`src/rtl/conv_pkg.sv`:
```
// Shared types and helpers for the sliding-window generator.
package conv_pkg;

  localparam int K_MAX = 5;

  typedef enum logic {
    STRIDE_1 = 1'b0,
    STRIDE_2 = 1'b1
  } stride_e;

  // Bit offset of window element (r, col) inside one channel's packed window.
  function automatic int win_idx(input int r, input int col, input int k, input int dw);
    return (r * k + col) * dw;
  endfunction

endpackage

```
`src/rtl/conv_window_ch.sv`:
```
// One channel's K x K column-shift array; presents the window as it stands
// after the current column is shifted in.
module conv_window_ch
  import conv_pkg::*;
#(
  parameter int DW = 8,
  parameter int K  = 3
) (
  input  logic              sclk,
  input  logic              s_rst_n,
  input  logic              shift_en,
  input  logic [K*DW-1:0]   col_in,
  output logic [K*K*DW-1:0] win
);

  // Only the K-1 newest columns need storage: the oldest column of the
  // window is dropped on the very shift that exposes the new one.
  logic [K*(K-1)*DW-1:0] hist_q;
  logic [K*(K-1)*DW-1:0] hist_d;
  logic [K*K*DW-1:0]     win_d;

  for (genvar r = 0; r < K; r++) begin : g_row
    for (genvar c = 0; c < K; c++) begin : g_col
      if (c < K-1) begin : g_old
        assign win_d[win_idx(r, c, K, DW) +: DW] = hist_q[win_idx(r, c, K-1, DW) +: DW];
        assign hist_d[win_idx(r, c, K-1, DW) +: DW] = win_d[win_idx(r, c+1, K, DW) +: DW];
      end else begin : g_new
        assign win_d[win_idx(r, c, K, DW) +: DW] = col_in[r*DW +: DW];
      end
    end
  end

  always_ff @(posedge sclk or negedge s_rst_n) begin
    if (!s_rst_n) begin
      hist_q <= '0;
    end else if (shift_en) begin
      hist_q <= hist_d;
    end
  end

  assign win = win_d;

endmodule

```
`src/rtl/conv_window_gen.sv`:
```
// K x K multi-channel sliding-window generator with runtime stride 1/2,
// internal column count and end-of-line pulse; one-cycle output latency.
//
// state   | meaning
// --------+-----------------------------------------------------------
// ST_FILL | first K-1 columns of a line; array not yet full, no output
// ST_RUN  | array full; windows emitted at the selected stride
module conv_window_gen
  import conv_pkg::*;
#(
  parameter int CH    = 8,
  parameter int DW    = 8,
  parameter int K     = 3,
  parameter int IMG_W = 418,
  parameter int CW    = $clog2(IMG_W)
) (
  input  logic                 sclk,
  input  logic                 s_rst_n,
  input  logic [K*CH*DW-1:0]   line_data,
  input  logic                 line_data_vld,
  input  logic                 line_clr,
  input  logic                 stride_sel,
  output logic [CH*K*K*DW-1:0] win_data,
  output logic                 win_vld,
  output logic [CW-1:0]        win_col,
  output logic                 line_end
);

  localparam logic [0:0] ST_FILL = 1'b0;
  localparam logic [0:0] ST_RUN  = 1'b1;

  logic [0:0]           state;
  logic [CW-1:0]        col_cnt;
  logic                 tog;
  stride_e              stride_q;
  logic [CH*K*K*DW-1:0] win_next;

  for (genvar c = 0; c < CH; c++) begin : g_ch
    logic [K*DW-1:0] col_in;
    for (genvar r = 0; r < K; r++) begin : g_row
      assign col_in[r*DW +: DW] = line_data[(r*CH + c)*DW +: DW];
    end
    conv_window_ch #(.DW(DW), .K(K)) u_ch (
      .sclk     (sclk),
      .s_rst_n  (s_rst_n),
      .shift_en (line_data_vld),
      .col_in   (col_in),
      .win      (win_next[c*K*K*DW +: K*K*DW])
    );
  end

  // A line_clr beat is column 0 of the new line.
  logic [CW-1:0] col_cur;
  logic          first_run;
  logic          last_col;
  logic          run_beat;
  logic          tog_cur;
  logic          emit;

  assign col_cur   = line_clr ? '0 : col_cnt;
  assign first_run = (col_cur == CW'(K-1));
  assign last_col  = (col_cur == CW'(IMG_W-1));
  assign run_beat  = ((state == ST_RUN) && !line_clr) || first_run;
  assign tog_cur   = first_run ? 1'b0 : tog;
  assign emit      = line_data_vld && run_beat && ((stride_q == STRIDE_1) || !tog_cur);

  always_ff @(posedge sclk or negedge s_rst_n) begin
    if (!s_rst_n) begin
      state    <= ST_FILL;
      col_cnt  <= '0;
      tog      <= 1'b0;
      stride_q <= STRIDE_1;
      win_data <= '0;
      win_vld  <= 1'b0;
      win_col  <= '0;
      line_end <= 1'b0;
    end else begin
      if (line_clr) begin
        state   <= ST_FILL;
        col_cnt <= '0;
        tog     <= 1'b0;
      end
      if (line_data_vld) begin
        col_cnt <= last_col ? '0 : col_cur + CW'(1);
        if (col_cur == '0) stride_q <= stride_e'(stride_sel);
        if (first_run) state <= ST_RUN;
        else if (last_col) state <= ST_FILL;
        if (run_beat) tog <= ~tog_cur;
      end
      win_vld  <= emit;
      line_end <= line_data_vld && last_col;
      if (emit) begin
        win_data <= win_next;
        win_col  <= col_cur - CW'(K-1);
      end
    end
  end

endmodule

```
`config.mk`:
```
export PLATFORM = sky130hd
export DESIGN_NAME = conv_window_gen
export DESIGN_NICKNAME = d
export VERILOG_FILES = /design/src/rtl/conv_pkg.sv /design/src/rtl/conv_window_ch.sv /design/src/rtl/conv_window_gen.sv
export SDC_FILE = /design/constraint.sdc
export NUM_CORES = 1
export LEC_CHECK = 0
export ABC_AREA = 1
export CORE_ASPECT_RATIO = 1.4
export CORE_MARGIN = 2
export CORE_UTILIZATION = 35
export CTS_BUF_LIST = sky130_fd_sc_hd__clkbuf_16
export CTS_CLUSTER_DIAMETER = 40
export CTS_CLUSTER_SIZE = 16
export DETAILED_ROUTE_END_ITERATION = 10
export PLACE_DENSITY_LB_ADDON = 0.3
export RECOVER_POWER = 25
export SKIP_LAST_GASP = 1
export SYNTH_ARGS = -nofsm -noshare
export SYNTH_HDL_FRONTEND = slang
export SYNTH_SLANG_ARGS = --single-unit
```
`constraint.sdc`:
```
create_clock -name sclk -period 4 [get_ports sclk]
set_input_delay 0.8 -clock sclk [delete_from_list [all_inputs] [get_ports sclk]]
set_output_delay 0.8 -clock sclk [all_outputs]
set_load 0.005 [all_outputs]
```
==> run_results.csv, run 1 <==
group,metric,value,unit
outcome,outcome,"finished with violations",
outcome,violations,"max-capacitance violations, max-slew violations",
grt,track_usage,21.0,%
clock_tree,clkSinkCount,983,
clock_tree,cts_tree,"done",
synthesis,yosys-top-cells-area,"dfrtp_1 64%, nand2_1 22%, nand3_1 7.7%, buf_6 2.2%, buf_2 1.2%",
timing,relSlewSlack,-42.3,%
floorplanning,die_w,285,microns
grt,grt_pass1_vias,30400,
clock_tree,post_cts_buffers,0,
timing,max_freq,0.332,GHz
critical_path,crit_required,4640,ps
timing,worst_pin_slew,2130,ps
detailed_routing,vias,31000,
synthesis,async_reset_ff_share,100,%
synthesis,yosysTopAreaCellShare,63.8,%
grt,antenna_found_initial,5,
grt,grt_pass1_wl,187000,microns
floorplanning,pin_count,784,
clock_tree,cts_hold_buffers,0,
synthesis,netlist_top_cells_count,"2289 x nand2_1, 983 x dfrtp_1, 596 x nand3_1",
critical_path,path_buf_inv,2,
clock_tree,cts_root_buffer,"clkbuf_16",
critical_path,slowest_stage,"clkbuf_2",
critical_path,start_kind,"input pin",
synthesis,synthCells,4269,
job,maxCapViolations,1,
timing,timing.hold.ws,447,ps
synthesis,synth.most_common_cell,"nand2_1",
synthesis,synth_area,38600,sq um
timing,finalCritPeriodShare,75.3,%
pwr,power_leakage,26.0,nW
timing,finalSetupViolations,0,
final_layout,final_nets,5134,
synthesis,yosysSeqAreaShare,63.8,%
timing,fin_worst_skew,63.8,ps
synthesis,syn_area_per_cell,9.03,sq um
synthesis,synth_edf_count,0,
detailed_routing,dr.first_iter.drc_count,2509,
synthesis,synthesis.nets,4467,
timing,finalHoldViolCount,0,
final_layout,post-route-cell-area,51100,sq um
clock_tree,numCtsBuffers,110,
floorplanning,num_rows,144,
detailed_routing,first_pass_iters,8,
grt,grt_overflow,0,
timing,drv_slew,55,
critical_path,rrSetupSlack,1550,ps
floorplanning,die_area,113000,sq um
place,port-buffer-count,783,
critical_path,cpPeakStageDelay,1470,ps
timing,finalSetupTns,0,ps
synthesis,ys_seq_elements,983,
clock_tree,htree_levels,3,
clock_tree,clockBufferDepth,3,
floorplanning,die_height,397,microns
pwr,powerDensity,700,nW/um^2
floorplanning,core-area,110000,sq um
clock_tree,clk-insertion-delay-late,730,ps
synthesis,synth_cell_type_count,22,
synthesis,synthFlopType,"dfrtp_1",
final_layout,area_growth_syn_to_layout,32.5,%
critical_path,crit_arrival,3650,ps
timing,min_period,3010,ps
timing,grt_setup_unrepaired,"false",
critical_path,critical_path_class,"in2async",
detailed_routing,vias_per_cell,4.77,
critical_path,cp-end-kind,"asynchronous set/reset pin",
critical_path,crit_fanout,85,
detailed_routing,wl_per_cell,18.5,microns
grt,grt_max_degree,186,
final_layout,final_layout_size_suffix_gt1_share,5.11,%
clock_tree,clk_pin_slew,70,ps
detailed_routing,drtAntennaViolNets,0,
place,post_dp_cell_area,47300,sq um
clock_tree,cts-resized-gates,0,
pwr,ir_drop,473,uV
critical_path,path_delay_family,"buffers and inverters",
worst_hold_path,hp-class,"reg2reg",
place,gp_congestion,0.833,
detailed_routing,routed_wl,120000,microns
synthesis,yosysWarnings,0,
critical_path,crit_path_cell_trace,"clkbuf_2 -> clkbuf_4",
detailed_routing,drc_errors,0,
place,hpwl,78300,microns
floorplanning,initial_core_util,35.1,%
synthesis,synth_top_area_cell,"dfrtp_1",
-- kinds of logic after synthesis --
family	after synthesis	synth area share [%]
simple gates	2913	30.4
flops	983	63.8
buf+inv	321	5.02
compound gates	44	0.578
xor+xnor	7	0.159
fa+ha+maj	1	0.0324
-- per-stage QoR --
step	cells	setup WS (ps)	total power [mW]	util (%)
final	6494	988	35.8	46.6
after global routing	6492	570	37.7	46.6
after CTS	6490	1260	36.2	46.6
after detailed placement	6284	500	25.4	43.1
after global placement	6284	552	25.3	43.1
after floorplan	4269	1760	17.6	-
-- path summary, 6_finish.rpt --
kind	cells past startpoint	start	end
worst max-delay path	2	s_rst_n	win_data[137]$_DFFE_PN0P_
worst min-delay path	2	g_ch[7].u_ch.hist_q[13]$_DFFE_PN0P_	g_ch[7].u_ch.hist_q[5]$_DFFE_PN0P_
min in group asynchronous	1	s_rst_n	g_ch[0].u_ch.hist_q[37]$_DFFE_PN0P_
worst max register to register	10	col_cnt[1]$_DFF_PN0_	win_data[9]$_DFFE_PN0P_
worst min register to register	2	g_ch[7].u_ch.hist_q[13]$_DFFE_PN0P_	g_ch[7].u_ch.hist_q[5]$_DFFE_PN0P_
max in group sclk	11	line_clr	win_data[9]$_DFFE_PN0P_
-- cell usage in the layout, fill, tap and decap left out, types with 9 or more instances in the layout --
cell type        netlist  routed
nand3_1              596     595
clkinv_8               0      12
inv_1                 37      38
clkinvlp_4             0      14
o21ai_0               39      39
inv_6                  0      22
dfrtp_1              983     983
buf_12                 0      28
nor2_1                13      13
clkinv_1               0      11
buf_4                 12      19
clkbuf_16              0     110
nand2_1             2289    2289
bufinv_16              0       9
clkdlybuf4s50_1        0     780
-- where the power goes --
| part | switching [mW] | internal (mW) |
|---|---|---|
| clock | 4.75 | 5.86 |
| combinational | 4.33 | 5.83 |
| sequential | 1.97 | 13.0 |
-- sequential cells by signal, summed over array words and instances, names as in the netlist --
name              cells
tog                   1
win_col               9
state                 1
line_end              1
win_vld               1
win_data            576
col_cnt               9
stride_q              1
g_ch.u_ch.hist_q    384
-- per-layer routing --
metal / part of all wire (%) / up-vias / routed length (microns) / GRT usage [%]
met2: 49 / 981 / 58400 / 34.4
met4: 3.4 / 0 / 4070 / 8.26
met1: 41 / 15100 / 49000 / 26.7
li1: - / 14700 / - / -
met5: 0 / - / 0 / 0
met3: 7.3 / 187 / 8760 / 5.26
-- area by class of cell --
cell class,count,area (sq um)
antenna,4,10.0
clock buffer,110,2750
clock inverter,96,1130
fill,10500,58600
inverter,38,150
multi-input combinational,2965,12100
sequential,983,24600
tap,1460,1830
timing repair buffer,838,8580
No activity file was read; power rests on OpenSTA's default activity.
==> inputs of run 2 (changes only) <==
- clock period: 4 -> 2.7 ns (I/O delays scaled with it)
==> run 2 against run 1 <==
Total power grew 49%; the run still ends with max-capacitance violations, max-slew violations left; first-iteration DRC count is 13% lower; non-clock buffer count rose by 84; sequential cell count unchanged; largest cell class unchanged; critical path depth fell by 1; utilization increased by 0.84 points; clock skew fell by 7.6 ps; global-route usage increased by 0.31 points; register-to-register slack worse by 820 ps.
==> run_results.csv, run 2 (synthesis results as in run 1) <==
group,metric,value,unit
outcome,outcome,"finished with violations",
outcome,violations,"max-capacitance violations, max-slew violations",
detailed_routing,routed_wl,122000,microns
critical_path,critical_path_class,"reg2out",
pwr,ir_drop,567,uV
final_layout,final_nets,5218,
pwr,powerDensity,1020,nW/um^2
final_layout,area_growth_syn_to_layout,34.9,%
floorplanning,die_w,285,microns
place,port-buffer-count,783,
final_layout,mostFrequentLayoutCell,"nand2_1",
final_layout,layout_common_cells,"2289 x nand2_1, 983 x dfrtp_1, 781 x clkdlybuf4s50_1, 595 x nand3_1, 111 x clkbuf_16",
grt,grt_pass1_vias,31200,
critical_path,cp-end-kind,"primary output",
pwr,p_total,53.1,mW
job,maxCapViolations,4,
clock_tree,cts_tree,"done",
timing,grt_setup_unrepaired,"false",
grt,grt_pass1_wl,189000,microns
timing,fin_worst_skew,56.2,ps
critical_path,path_delay_family,"buffers and inverters",
critical_path,crit_fanout,2,
critical_path,crit_required,2160,ps
floorplanning,num_rows,144,
timing,finalHoldViolCount,0,
timing,drv_slew,310,
detailed_routing,drtAntennaViolNets,0,
clock_tree,htree_levels,3,
final_layout,multi_input_area,12100,sq um
grt,track_usage,21.3,%
clock_tree,clk-insertion-delay-late,730,ps
timing,finalCritPeriodShare,85.4,%
detailed_routing,dr.first_iter.drc_count,2181,
critical_path,slowest_stage,"clkdlybuf4s50_1",
detailed_routing,first_pass_iters,6,
final_layout,nFillCells,10400,
timing,finalSetupViolations,0,
final_layout,final_layout_size_suffix_gt1_share,6.51,%
detailed_routing,drc_errors,0,
grt,antenna_found_initial,6,
floorplanning,core-area,110000,sq um
timing,finalSetupTns,0,ps
clock_tree,numCtsBuffers,110,
floorplanning,pin_count,784,
clock_tree,clockBufferDepth,3,
final_layout,largest_register_ffs,576,
detailed_routing,vias_per_cell,4.78,
floorplanning,die_height,397,microns
final_layout,top_regs,"win_data: 576 flops, g_ch.u_ch.hist_q: 384 flops",
place,hpwl,84400,microns
detailed_routing,wl_per_cell,18.6,microns
clock_tree,cts_root_buffer,"clkbuf_16",
grt,grt_max_degree,131,
grt,grt_overflow,0,
worst_hold_path,hp-class,"in2reg",
critical_path,crit_arrival,1770,ps
place,post-place-ws,5.51,ps
final_layout,regArea,24600,sq um
floorplanning,die_area,113000,sq um
timing,worst_pin_slew,1900,ps
critical_path,start_kind,"register",
floorplanning,initial_core_util,35.1,%
critical_path,path_buf_inv,1,
final_layout,regMostFlops,"win_data",
timing,min_period,2310,ps
critical_path,cpPeakStageDelay,580,ps
timing,relSlewSlack,-26.5,%
clock_tree,post_cts_buffers,0,
timing,setup_slack,395,ps
clock_tree,clk_pin_slew,60,ps
place,gp_congestion,0.857,
timing,max_freq,0.434,GHz
critical_path,crit_path_cell_trace,"clkdlybuf4s50_1",
detailed_routing,vias,31400,
pwr,power_leakage,26.5,nW
clock_tree,clkSinkCount,983,
[run 2: cell types whose count changed in the layout (fill, tap and decap cells not counted), moves of 7 or more]
cell      delta
buf_4       +39
buf_12      +29
clkbuf_1     +9
clkbuf_2     +7
clkinv_2     +7
clkinv_8     -7
[run 2: per-stage QoR]
stage	util, %	std cells	cell area, sq um	hold slack, ps
floorplan	-	4269	38600	244
global placement	44.0	6367	48300	453
detailed placement	44.0	6367	48300	457
CTS	47.5	6578	52100	115
global route	47.4	6580	52000	144
finish	47.4	6580	52000	179
[run 2: layout make-up]
| class | count | share of cell area [%] |
|---|---|---|
| tap | 1460 | 3.51 |
| clock buffer | 111 | 5.34 |
| sequential | 983 | 47.3 |
| timing repair buffer | 922 | 18.3 |
| antenna | 2 | 0.00962 |
| clock inverter | 99 | 2.09 |
| inverter | 38 | 0.289 |
| multi-input combinational | 2965 | 23.2 |
[run 2: routing by layer]
layer / up-vias / part of all wire (%) / track usage (%)
li1: 14900 / - / -
met3: 205 / 6.4 / 4.86
met4: 2 / 3.5 / 8.15
met2: 898 / 50 / 36.1
met5: - / 0.011 / 0
met1: 15500 / 41 / 26.5
[run 2: worst paths after layout]
kind / start / endpoint / slack [ps] / depth (start not counted)
setup / recovery: win_data[15]$_DFFE_PN0P_ / win_data[15] / 390 / 1
hold / removal: line_data_vld / g_ch[5].u_ch.hist_q[22]$_DFFE_PN0P_ / 180 / 3
setup reg to reg: col_cnt[3]$_DFF_PN0_ / win_data[37]$_DFFE_PN0P_ / 730 / 9
hold reg to reg: win_data[515]$_DFFE_PN0P_ / win_data[515]$_DFFE_PN0P_ / 470 / 2
max in group asynchronous: s_rst_n / g_ch[3].u_ch.hist_q[3]$_DFFE_PN0P_ / 510 / 4
min in group asynchronous: s_rst_n / g_ch[7].u_ch.hist_q[6]$_DFFE_PN0P_ / 670 / 2
[run 2: timing repair]
action,in CTS,in global routing
gates resized for setup,0,0
endpoints found under the setup margin,0,0
endpoints found under the hold margin,29,0
hold buffers,1,0
[run 2: worst register-to-register path, cell delays in order (launching register included)]
cell and delay, ps:
dfrtp_1 440, nand2_2 100, nand2_1 100, nor2_2 150, nand2_2 120, a21oi_4 210
buf_12 270, buf_12 270, nand3_1 150, nand2_1 80
[run 2: report_power, final]
group          total (mW)  switching (mW)  leakage, nW  internal [mW]
Combinational        15.1            6.38         12.2           8.74
Clock                15.6            6.94         1.88           8.70
Sequential           22.4            3.06         12.5           19.3
==> inputs of run 3 (changes only) <==
- clock period: 2.7 -> 2.8 ns (I/O delays scaled with it)
==> run 3 against run 2 <==
The run still ends with max-capacitance violations, max-slew violations left; global-route usage is essentially flat; sequential share of layout area down 0.22 points; clock-buffer cell count grew 2; sequential power is 4% lower; utilization up 0.23 points; worst hold slack got worse by 10 ps; combinational power down 4%; via count hardly changed; critical path type is now in2reg.
==> run_results.csv, run 3 (synthesis results as in run 1) <==
group,metric,value,unit
outcome,outcome,"finished with violations",
outcome,violations,"max-capacitance violations, max-slew violations",
final_layout,finalCoreUtilization,47.6,%
timing,setup_slack,442,ps
final_layout,final_nets,5234,
place,post-place-ws,-149,ps
critical_path,start_kind,"input pin",
grt,antenna_found_initial,5,
critical_path,critical_path_class,"in2reg",
detailed_routing,drc_errors,0,
floorplanning,pin_count,784,
clock_tree,post_cts_buffers,0,
detailed_routing,drtAntennaViolNets,0,
clock_tree,htree_levels,3,
place,gp_congestion,0.844,
floorplanning,initial_core_util,35.1,%
detailed_routing,first_pass_iters,5,
detailed_routing,routed_wl,121000,microns
worst_hold_path,hold_path_depth,3,
clock_tree,cts_tree,"done",
final_layout,top_regs,"win_data: 576 flops, g_ch.u_ch.hist_q: 384 flops",
grt,grt_pass1_vias,31100,
critical_path,r2r-end,"win_data[312]$_DFFE_PN0P_",
timing,finalHoldViolCount,0,
final_layout,layout.cells.non_filler,6591,
clock_tree,clk-insertion-delay-late,710,ps
job,maxCapViolations,2,
floorplanning,die_height,397,microns
pwr,powerDensity,989,nW/um^2
detailed_routing,vias_per_cell,4.77,
place,port-buffer-count,783,
final_layout,layout_common_cells,"2289 x nand2_1, 983 x dfrtp_1, 780 x clkdlybuf4s50_1, 595 x nand3_1, 113 x clkbuf_16",
clock_tree,clkSinkCount,983,
grt,grt_overflow,0,
worst_hold_path,hp-start,"line_data_vld",
critical_path,timing.rr.start,"col_cnt[3]$_DFF_PN0_",
timing,finalSetupViolations,0,
place,post_dp_cell_area,48400,sq um
floorplanning,die_w,285,microns
critical_path,crit_arrival,2990,ps
final_layout,regArea,24600,sq um
final_layout,post-route-cell-area,52300,sq um
timing,fin_worst_skew,28.3,ps
worst_hold_path,hp-class,"in2reg",
critical_path,reg2reg_depth,9,
critical_path,cpPeakStageDelay,880,ps
pwr,ir_drop,669,uV
critical_path,crit_fanout,51,
timing,worst_pin_slew,2070,ps
critical_path,rrSetupSlack,670,ps
clock_tree,cts-resized-gates,0,
grt,grt_max_degree,165,
grt,grt_pass1_wl,189000,microns
detailed_routing,vias,31500,
final_layout,nFillCells,10300,
timing,relSlewSlack,-38.3,%
clock_tree,numCtsBuffers,111,
final_layout,area_growth_syn_to_layout,35.6,%
timing,drv_slew,231,
timing,min_period,2360,ps
critical_path,cpMostUsedCell,"buf_12",
detailed_routing,dr.first_iter.drc_count,2209,
final_layout,final_layout_size_suffix_gt1_share,6.82,%
critical_path,slowest_stage,"clkinvlp_4",
grt,track_usage,21.3,%
timing,timing.hold.ws,168,ps
clock_tree,cts_hold_buffers,1,
worst_hold_path,holdPathEnd,"g_ch[4].u_ch.hist_q[38]$_DFFE_PN0P_",
final_layout,largest_register_ffs,576,
critical_path,cp-end-kind,"register",
timing,grt_setup_unrepaired,"false",
critical_path,crit_required,3440,ps
clock_tree,clockBufferDepth,3,
timing,finalCritPeriodShare,84.2,%
pwr,power_leakage,26.7,nW
final_layout,mostFrequentLayoutCell,"nand2_1",
timing,max_freq,0.424,GHz
clock_tree,cts_root_buffer,"clkbuf_16",
critical_path,crit_path_cell_trace,"buf_8 -> clkinvlp_4 -> a21oi_4 -> buf_12 -> buf_12 -> nand3_1 -> nand2_1",
clock_tree,clk_pin_slew,60,ps
floorplanning,die_area,113000,sq um
final_layout,regMostFlops,"win_data",
place,hpwl,84400,microns
place,dp_cells,6382,
detailed_routing,wl_per_cell,18.4,microns
floorplanning,core-area,110000,sq um
final_layout,multi_input_area,12100,sq um
floorplanning,num_rows,144,
==> run 3: cell types whose count changed in the layout (fill, tap and decap cells not counted), moves of 2 or more <==
cell	before	now
clkinv_4	12	8
inv_6	19	16
buf_4	58	82
clkinv_2	13	6
buf_12	57	54
clkbuf_2	8	6
clkbuf_1	15	7
clkinvlp_4	9	11
clkbuf_16	111	113
bufinv_16	9	15
==> run 3: how the worst max path moves through the flow <==
stage / start / to / slack, ps / depth (start not counted)
floorplan: line_clr / win_data[570]$_DFFE_PN0P_ / 800 / 14
global placement: line_clr / win_data[296]$_DFFE_PN0P_ / -30 / 11
detailed placement: line_clr / win_data[318]$_DFFE_PN0P_ / -150 / 11
CTS: win_data[85]$_DFFE_PN0P_ / win_data[85] / 430 / 1
global route: s_rst_n / g_ch[0].u_ch.hist_q[14]$_DFFE_PN0P_ / 270 / 3
finish: line_data_vld / win_data[36]$_DFFE_PN0P_ / 440 / 7
==> run 3: layer usage <==
layer	global-route usage [%]	routed length, microns	up-vias
li1	-	-	14900
met1	26.4	48200	15400
met2	36.2	60700	922
met3	5.39	8630	164
met4	7.27	3640	8
met5	0	55	-
==> run 3: power breakdown <==
part | internal, mW | total [mW] | switching (mW)
combinational | 8.44 | 14.5 | 6.09
sequential | 18.6 | 21.6 | 2.99
clock | 9.00 | 15.5 | 6.54
total | 36.1 | 51.7 | 15.6
==> run 3: area by class of cell <==
class,instances,share of cell area [%]
diodes,1,0.00479
repair buffers,937,18.5
clock buffers,113,5.41
flip-flops and latches,983,47.1
well taps,1460,3.50
inverters,38,0.280
clock inverters,94,2.23
multi-input cells,2965,23.1
==> run 3: per-stage QoR <==
stage,setup TNS (ps),power [mW]
6_report,0,51.7
5_1_grt,0,54.5
4_1_cts,0,52.3
3_5_place_dp,-8930,36.5
3_3_place_gp,-766,36.3
2_1_floorplan,0,25.2
==> run 3: worst max-delay path: cells and delay by family <==
kind	cells	cell delay [ps]
AO/OA/AOI/OAI	1	580
buffers and inverters	4	1560
AND/OR/NAND/NOR	2	210
